**config.mk**
```make
export PLATFORM = sky130hd
export DESIGN_NAME = fetch_stage_flat
export DESIGN_NICKNAME = d
export VERILOG_FILES = /design/src/rtl/fetch_pkg.sv /design/src/rtl/fetch_stage_if.sv /design/src/rtl/fetch_stage_return_stack.sv /design/src/rtl/fetch_stage.sv /design/src/flat_wrapper.sv
export SDC_FILE = /design/constraint.sdc
export NUM_CORES = 1
export LEC_CHECK = 0
export BUFFER_PORTS_ARGS = -buffer_cell sky130_fd_sc_hd__buf_2
export CORE_ASPECT_RATIO = 1.2
export CORE_UTILIZATION = 47
export DETAILED_ROUTE_END_ITERATION = 6
export PLACE_DENSITY = 0.87
export SLEW_MARGIN = 20
export SYNTH_ARGS = -nofsm -noshare
export SYNTH_HDL_FRONTEND = slang
export SYNTH_SLANG_ARGS = --single-unit
```
**constraint.sdc**
```tcl
create_clock -name clk -period 2 [get_ports clk]
set_clock_uncertainty 0.1 [all_clocks]
set_input_delay 0.6 -clock clk [delete_from_list [all_inputs] [get_ports clk]]
set_output_delay 0.6 -clock clk [all_outputs]
set_load 0.02 [all_outputs]
```
**src/rtl/fetch_pkg.sv**
```systemverilog
// Shared fetch-stage types: address/instruction widths and the IR register payload.
package fetch_pkg;
  localparam int unsigned ADDR_W  = 12;
  localparam int unsigned INSTR_W = 19;

  typedef logic [ADDR_W-1:0]  addr_t;
  typedef logic [INSTR_W-1:0] instr_t;

  localparam instr_t NOP_INSTR = '0;

  // Instruction register contents handed to decode
  typedef struct packed {
    instr_t instr;
    addr_t  pc;
    logic   valid;
  } ir_reg_t;
endpackage

```
**src/rtl/fetch_stage_if.sv**
```systemverilog
// Fetch-stage bus: redirect requests from decode, instruction memory port, IR to decode.
interface fetch_stage_if;
  import fetch_pkg::*;

  logic   stall;
  logic   jump_en;
  logic   call_en;
  logic   ret_en;
  addr_t  target;
  addr_t  imem_address;
  instr_t imem_instruction;
  instr_t ir;
  addr_t  ir_pc;
  logic   ir_valid;
  logic   stack_overflow;
  logic   stack_underflow;

  modport master (
    input  stall, jump_en, call_en, ret_en, target, imem_instruction,
    output imem_address, ir, ir_pc, ir_valid, stack_overflow, stack_underflow
  );

  modport slave (
    output stall, jump_en, call_en, ret_en, target, imem_instruction,
    input  imem_address, ir, ir_pc, ir_valid, stack_overflow, stack_underflow
  );
endinterface

```
**src/rtl/fetch_stage_return_stack.sv**
```systemverilog
// Return-address stack for call/return; full/empty/top are decoded from the entry count.
module return_stack
  import fetch_pkg::*;
#(
  parameter int unsigned DEPTH = 8
) (
  input  logic  clk,
  input  logic  rst,
  input  logic  push,
  input  logic  pop,
  input  addr_t din,
  output addr_t top_c,
  output logic  full_c,
  output logic  empty_c
);
  localparam int unsigned PTR_W = $clog2(DEPTH);
  localparam int unsigned CNT_W = PTR_W + 1;

  addr_t            mem [DEPTH];
  logic [CNT_W-1:0] cnt;
  logic [CNT_W-1:0] top_cnt;

  assign full_c  = (cnt == CNT_W'(DEPTH));
  assign empty_c = (cnt == '0);
  assign top_cnt = cnt - CNT_W'(1);
  assign top_c   = mem[top_cnt[PTR_W-1:0]];

  // Contents are cleared on reset so a mid-run reset leaves no stale return addresses
  always_ff @(posedge clk or posedge rst) begin
    if (rst) begin
      cnt <= '0;
      for (int i = 0; i < int'(DEPTH); i++) mem[i] <= '0;
    end else if (push && !full_c) begin
      mem[cnt[PTR_W-1:0]] <= din;
      cnt                 <= cnt + CNT_W'(1);
    end else if (pop && !empty_c) begin
      cnt <= top_cnt;
    end
  end
endmodule

```
**src/rtl/fetch_stage.sv**
```systemverilog
// Instruction fetch stage: PC, IR register, jump/call/return redirect.
// Return-address stack and its sticky flags exist only when RET_STACK_EN is defined.
module fetch_stage
  import fetch_pkg::*;
#(
  parameter int unsigned STACK_DEPTH = 8
) (
  input  logic          clk,
  input  logic          rst,
  fetch_stage_if.master bus
);
  addr_t   pc;
  addr_t   pc_nxt;
  addr_t   redirect_pc;
  logic    redirect;
  ir_reg_t ir_q;
  ir_reg_t ir_nxt;

  if (STACK_DEPTH < 2 || (STACK_DEPTH & (STACK_DEPTH - 1)) != 0) begin : g_bad_depth
    $error("STACK_DEPTH must be a power of two and at least 2");
  end

`ifdef RET_STACK_EN
  logic  push;
  logic  pop;
  logic  stack_full;
  logic  stack_empty;
  logic  overflow_q;
  logic  underflow_q;
  addr_t stack_top;

  return_stack #(.DEPTH(STACK_DEPTH)) u_return_stack (
    .clk     (clk),
    .rst     (rst),
    .push    (push),
    .pop     (pop),
    .din     (ir_q.pc + ADDR_W'(1)),
    .top_c   (stack_top),
    .full_c  (stack_full),
    .empty_c (stack_empty)
  );

  // Redirect decode: ret > call > jump, only acted on for a valid IR
  always_comb begin
    redirect    = ir_q.valid & (bus.ret_en | bus.call_en | bus.jump_en);
    redirect_pc = bus.target;
    push        = 1'b0;
    pop         = 1'b0;
    if (ir_q.valid && bus.ret_en) begin
      pop         = ~stack_empty;
      redirect_pc = stack_empty ? '0 : stack_top;
    end else if (ir_q.valid && bus.call_en) begin
      push = ~stack_full;
    end
  end

  always_ff @(posedge clk or posedge rst) begin
    if (rst) begin
      overflow_q  <= 1'b0;
      underflow_q <= 1'b0;
    end else begin
      if (ir_q.valid && bus.ret_en && stack_empty) underflow_q <= 1'b1;
      if (ir_q.valid && !bus.ret_en && bus.call_en && stack_full) overflow_q <= 1'b1;
    end
  end

  assign bus.stack_overflow  = overflow_q;
  assign bus.stack_underflow = underflow_q;
`else
  // Without a stack a call is a plain jump and a return is not a redirect
  assign redirect    = ir_q.valid & (bus.call_en | bus.jump_en);
  assign redirect_pc = bus.target;

  assign bus.stack_overflow  = 1'b0;
  assign bus.stack_underflow = 1'b0;
`endif

  // Next PC / IR: redirect squashes the wrong-path fetch, stall freezes everything
  always_comb begin
    pc_nxt       = pc + ADDR_W'(1);
    ir_nxt.instr = bus.imem_instruction;
    ir_nxt.pc    = pc;
    ir_nxt.valid = 1'b1;
    if (redirect) begin
      pc_nxt       = redirect_pc;
      ir_nxt       = ir_q;
      ir_nxt.valid = 1'b0;
    end else if (bus.stall) begin
      pc_nxt = pc;
      ir_nxt = ir_q;
    end
  end

  always_ff @(posedge clk or posedge rst) begin
    if (rst) begin
      pc   <= '0;
      ir_q <= '{instr: NOP_INSTR, pc: '0, valid: 1'b0};
    end else begin
      pc   <= pc_nxt;
      ir_q <= ir_nxt;
    end
  end

  assign bus.imem_address = pc;
  assign bus.ir           = ir_q.instr;
  assign bus.ir_pc        = ir_q.pc;
  assign bus.ir_valid     = ir_q.valid;
endmodule

```
**src/flat_wrapper.sv**
```systemverilog
// flat-port wrapper written by rule: the top's interface ports become plain ports
module fetch_stage_flat import fetch_pkg::*;
#(
  parameter int unsigned STACK_DEPTH = 8
)
  (clk, rst, bus_stall, bus_jump_en, bus_call_en, bus_ret_en, bus_target, bus_imem_instruction, bus_imem_address, bus_ir, bus_ir_pc, bus_ir_valid, bus_stack_overflow, bus_stack_underflow);
  fetch_stage_if bus_i ();
  input  logic clk;
  input  logic rst;
  input wire logic [$bits(bus_i.stall)-1:0] bus_stall;
  input wire logic [$bits(bus_i.jump_en)-1:0] bus_jump_en;
  input wire logic [$bits(bus_i.call_en)-1:0] bus_call_en;
  input wire logic [$bits(bus_i.ret_en)-1:0] bus_ret_en;
  input wire logic [$bits(bus_i.target)-1:0] bus_target;
  input wire logic [$bits(bus_i.imem_instruction)-1:0] bus_imem_instruction;
  output wire logic [$bits(bus_i.imem_address)-1:0] bus_imem_address;
  output wire logic [$bits(bus_i.ir)-1:0] bus_ir;
  output wire logic [$bits(bus_i.ir_pc)-1:0] bus_ir_pc;
  output wire logic [$bits(bus_i.ir_valid)-1:0] bus_ir_valid;
  output wire logic [$bits(bus_i.stack_overflow)-1:0] bus_stack_overflow;
  output wire logic [$bits(bus_i.stack_underflow)-1:0] bus_stack_underflow;
  assign bus_i.stall = bus_stall;
  assign bus_i.jump_en = bus_jump_en;
  assign bus_i.call_en = bus_call_en;
  assign bus_i.ret_en = bus_ret_en;
  assign bus_i.target = bus_target;
  assign bus_i.imem_instruction = bus_imem_instruction;
  assign bus_imem_address = bus_i.imem_address;
  assign bus_ir = bus_i.ir;
  assign bus_ir_pc = bus_i.ir_pc;
  assign bus_ir_valid = bus_i.ir_valid;
  assign bus_stack_overflow = bus_i.stack_overflow;
  assign bus_stack_underflow = bus_i.stack_underflow;
  fetch_stage #(.STACK_DEPTH(STACK_DEPTH)) u_core (.clk(clk), .rst(rst), .bus(bus_i));
endmodule
```
* Yosys cells after proc, flatten, opt, wreduce, memory -nomap -nowiden
Cells that the tools add are included.
Storage, ports and cells: logic and storage cells 15, register bits after elaboration 44, output and inout bits 46
Cells by class: multiplexer cells 4, bitwise gates (word level) 4, add/sub/neg operators 1, equal/unequal tests 1, reductions and logical operators 1
Operator list (number):
- $mux 12 | 2
- $add 12x1->12 const B | 1
- $mux 1 | 2
- $ne 2x1->1 const B | 1
- $not 1->1 | 2
- $reduce_and 2->1 | 1
- $and 1x1->1 | 1
- $or 1x1->1 | 1

* Depth between registers and ports, before layout
depth after elaboration 4, gate-level depth with buffers 5, mapped depth without buffers 5

* Worst setup path after synthesis
OpenSTA, ideal clock, no wires.
path type input port to flip-flop, start point in bus_jump_en, end point reg u_core.ir_q (netlist bit u_core.bus.ir[18]), required time 1.775 ns, slack 0.240 ns, cell stages on the path 4, data arrival time 1.535 ns, buffers on the path 1, path through o21ai_2 and2b_1 buf_4 mux2_2
On the way: longest elaborated chain between the ends 4
RTL lines:
- from (decl) | line flat_wrapper.sv:11 | input wire logic [$bits(bus_i.jump_en)-1:0] bus_jump_en;
- $or 1x1->1 | line fetch_stage.sv:71 | assign redirect = ir_q.valid & (bus.call_en | bus.jump_en);
- $and 1x1->1 | line fetch_stage.sv:71
- $not 1->1 (no line)
- $reduce_and 2->1 (no line)
- to (signal assigned) | line fetch_stage.sv:97 | ir_q <= '{instr: NOP_INSTR, pc: '0, valid: 1'b0};
- to (signal assigned) | line fetch_stage.sv:100 | ir_q <= ir_nxt;
- to (decl) | line fetch_stage.sv:16 | ir_reg_t ir_q;
Every way passes these cells. A chain may end at the register's enable or synchronous reset.

* Worst setup path after layout
start point reg u_core.pc[5], in the netlist u_core.bus.imem_address[5], end point out bus_imem_address[5]
RTL lines:
- from (decl) | line fetch_stage.sv:12 | addr_t pc;
- from (signal assigned) | line fetch_stage.sv:99 | pc <= pc_nxt;
- to (decl) | line flat_wrapper.sv:16 | output wire logic [$bits(bus_i.imem_address)-1:0] bus_imem_address;
No word-level cell between the ends.

==> results by stage <==
Outcome:
- The flow ran to the end, and the final reports show no timing, DRC or antenna violations.

Power:
- The completed layout was analyzed and its total power is approximately 3.6 mW.
- The share of total power dissipated in sequential elements is 0.428.
- The analysis attributes to cell leakage a power of roughly 1.2 nW.
- The power spent charging and discharging nets is 1.423 mW.
- The internal power of the cells totals 2.129 mW.
- The total power density per cell area is ~1400 nW/µm².
- The worst-case IR drop observed on VDD is just over 0.8 mV.
- The fraction of power spent switching nets is 0.4006.
- The part of the total power dissipated in combinational logic is 0.414.
- The part of the total power dissipated in the clock network is 0.157.

Timing:
- Dividing the final minimum period by the clock period gives 0.8579.
- The accumulated negative setup slack is 0 ns.
- The number of max-slew violations in the final report was 0.
- The count of endpoints failing hold in the final timing report is 0.
- The worst setup margin is roughly 0.28 ns.
- The number of endpoints failing setup at the final stage is 0.
- Setup repair after global routing left no endpoint under its margin.
- The routed design could run at a clock period as short as around 1.7 ns.
- Derived from the worst setup path, the maximum achievable clock frequency is around 0.58 GHz.
- The worst hold slack across all endpoints is 0.2352 ns.

Yosys:
- The compound-cell area share of the yosys netlist came to 0.04040.
- In this run, synthesis inferred 0 flip-flops with an integrated enable.
- The total of flip-flops plus latches after synthesis is between 40 and 50.
- The post-synthesis xor/xnor area fraction is 0.05099.
- The number of different library cells used by synthesis comes to 28.
- The part of the Yosys area used for sequential elements is 0.5828.
- The share of flip-flops with an asynchronous set or reset after synthesis is 1.000.
- Each instance of the synthesized netlist takes up on average 13.03 µm².
- After synthesis, the largest family of logic cells by area is multiplexers.
- The fraction of synthesized area in multiplexers is 0.1901.
- After synthesis the cells add up to about 1900 µm².
- For this run, the leading register cell type out of synthesis is sky130_fd_sc_hd__dfrtp_1.
- Yosys printed 0 warnings.
- The fraction of the mapped netlist area in simple logic gates is 0.09338.
- Counting every instance in the synthesized netlist gives 145.
- The post-synthesis adder-cell area fraction is 0.006623.

Detailed routing:
- The number of vias in the routed layout is ~1,400.
- The count of nets left with antenna violations after detail routing is 0.
- Using the TritonRoute via totals, the vias-per-cell ratio works out to 4.979.
- For this block, the routed nets add up to ~3.7 mm of wire.
- The number of search-and-repair iterations in the first detailed-routing pass is 4.
- In this run, the number of DRC markers left after iteration 0 of detailed routing was 22.
- In the routed design, unresolved DRC markers number 0.
- The average wire length per cell after detail routing is roughly 13 µm.

Critical path:
- The startpoint identified for the worst register-to-register timing path is u_core.bus.imem_address[0].
- The required time of the critical path is 1.30 ns.
- The setup path with the least slack is of type flop to primary output.
- The largest single stage delay on the critical path is 0.50 ns.
- The signal on the critical path passes through buf_2.
- Across all register-to-register paths, the minimum setup slack is roughly 0.47 ns.
- On the critical path the largest part of the delay comes from flip-flops.
- The arrival time reported for the critical path endpoint is 1.02 ns.
- STA classifies the critical path endpoint as a primary output.
- The cell with the largest stage delay on the worst path is sky130_fd_sc_hd__dfrtp_1.
- The count of cells along the worst register-to-register path is 5.
- The startpoint of the worst setup timing path is u_core.bus.imem_address[5].
- The worst setup path is launched from a flop.
- The endpoint identified for the worst register-to-register timing path is u_core.bus.imem_address[10].
- The largest fanout on the critical path is 6.
- The number of buffer and inverter instances along the worst setup path is 1.

Placement:
- Timing analysis after detailed placement gives a worst setup slack of ~0.12 ns.
- The count of buffers from port buffering is 79.
- Detailed placement finished with a half-perimeter wire length of about 2.7 mm.
- The routability congestion estimate from global placement is about 0.66.

Global route:
- The number of global-route vias before repair is about 1,400.
- The global-route usage over all layers is 0.1919.
- The remaining global-route overflow is 0.
- The maximum number of pins on one net before global-route repair is 45.
- The first global-routing pass estimated approximately 6.0 mm of wire.
- The initial antenna violation count is 0.

Cells and area:
- Counting the fill cells in the layout gives about 300.
- The post-synthesis to final-layout area growth is 30.26%.
- The number of antenna diodes in the final layout is 0.
- For this run, the post-layout net count is ~270.
- The layout cell share with drive strength beyond 1 is 0.5502.

Clock tree:
- The number of clock buffers added by TritonCTS is 5.
- TritonCTS built the clock tree.
- The tree is rooted in a sky130_fd_sc_hd__clkbuf_8.
- The clock drives 44 sinks.
- The total of hold buffers inserted after clock tree synthesis is 0.
- The number of setup buffers added after CTS is 0.
- The largest buffer count on any clock path is 2.
- The source-to-sink clock delay at the later pin of the worst-skew pair is between 0.2 and 0.3 ns.
- The H-tree was split into 2 levels.
- The number of gates resized after CTS is 0.
- The CTS clock-pin slew for the worst setup and hold paths is 0.08 ns.

Run:
- The max-capacitance violation count is 0.

Die:
- Pin placement for this block handled 83 I/O pins.
- The die is a little over 70 µm tall.
- The die covers between 4000 and 5000 µm².
- The starting utilization of the core area is 0.5074.
- The initialized floorplan defines 24 standard-cell rows.
- The die width is about 60 µm.
- The core region is 3724 µm².

Worst hold path:
- The worst hold path class is input pin to async pin.
[state kept, by name, indices dropped and copies added (netlist names)]
| signal | flops |
|---|---|
| u_core.bus.ir_pc | 12 |
| u_core.bus.imem_address | 12 |
| u_core.bus.ir | 19 |
| u_core.bus.ir_valid | 1 |
[Yosys cell counts, types with 2 or more instances]
cell / number / area share
sky130_fd_sc_hd__nand4_1: 2 / 0.0066
sky130_fd_sc_hd__nor3_1: 2 / 0.0053
sky130_fd_sc_hd__nand2_1: 3 / 0.0060
sky130_fd_sc_hd__xor2_1: 6 / 0.028
sky130_fd_sc_hd__nand3_1: 2 / 0.0053
sky130_fd_sc_hd__buf_4: 6 / 0.024
sky130_fd_sc_hd__clkbuf_1: 2 / 0.0040
sky130_fd_sc_hd__xnor2_1: 5 / 0.023
sky130_fd_sc_hd__inv_1: 3 / 0.0060
sky130_fd_sc_hd__nor2_1: 13 / 0.026
sky130_fd_sc_hd__mux2_2: 30 / 0.18
sky130_fd_sc_hd__a21oi_1: 12 / 0.032
sky130_fd_sc_hd__dfrtp_1: 44 / 0.58
[placed cells by master, fill, tap and decap left out, types with 2 or more instances in the layout]
cell                       instances
sky130_fd_sc_hd__buf_12            3
sky130_fd_sc_hd__mux2_2           30
sky130_fd_sc_hd__clkbuf_8          6
sky130_fd_sc_hd__conb_1            2
sky130_fd_sc_hd__xnor2_1           5
sky130_fd_sc_hd__nand4_1           2
sky130_fd_sc_hd__nor2_1           13
sky130_fd_sc_hd__clkinv_2          2
sky130_fd_sc_hd__xor2_1            6
sky130_fd_sc_hd__nand3_1           2
sky130_fd_sc_hd__nand2_1           3
sky130_fd_sc_hd__a21oi_1          12
sky130_fd_sc_hd__dfrtp_1          44
sky130_fd_sc_hd__nor3_1            2
sky130_fd_sc_hd__buf_2            79
sky130_fd_sc_hd__inv_1             2
[layout make-up]
| type | instances | area (µm²) | share of cell area |
|---|---|---|---|
| tap | 52 | 65.06 | 0.02644 |
| multi-input combinational | 91 | 728.2 | 0.2959 |
| clock inverter | 2 | 10.01 | 0.004067 |
| sequential | 44 | 1101 | 0.4474 |
| inverter | 3 | 11.26 | 0.004575 |
| clock buffer | 6 | 82.58 | 0.03355 |
| timing repair buffer | 83 | 462.9 | 0.1881 |
[kinds of logic after synthesis]
kind of cell / count (synthesis)
buffers and inverters: 11
muxes: 32
DFF: 44
adders and majority gates: 1
other: 1
AOI/OAI and AO/OA: 14
and+or+nand+nor: 31
xor gates and xnor gates: 11
[power groups by stage]
| stage | registers (mW) | clock network, mW | logic [mW] |
|---|---|---|---|
| 2_1_floorplan | 1.92 | 0 | 0.568 |
| 3_3_place_gp | 1.51 | 0 | 1.45 |
| 3_5_place_dp | 1.54 | 0 | 1.49 |
| 4_1_cts | 1.52 | 0.583 | 1.49 |
| 5_1_grt | 1.57 | 0.620 | 1.59 |
| 6_report | 1.52 | 0.559 | 1.47 |
[worst max path at each step]
stage,slack [ns],endpoint,cells past startpoint
4_1_cts,0.27,bus_imem_address[5],1
6_report,0.28,bus_imem_address[5],1
2_1_floorplan,0.24,u_core.bus.ir[18],4
3_3_place_gp,0.15,u_core.bus.ir[11],5
3_5_place_dp,0.12,u_core.bus.ir[0],5
5_1_grt,0.21,bus_imem_address[5],1
[per-layer routing]
layer	track usage	routed length, µm
met2	0.3481	1916
met4	0.07235	53
met5	0	0
met3	0.07040	285
met1	0.1940	1430
[through the flow]
stage               utilization  area (µm²)  instances
detailed placement       0.6361        2369        273
global route             0.6610        2461        281
floorplan                     -        1893        146
CTS                      0.6610        2461        281
global placement         0.6361        2369        273
finish                   0.6610        2461        281
No activity file was read; power rests on OpenSTA's default activity.
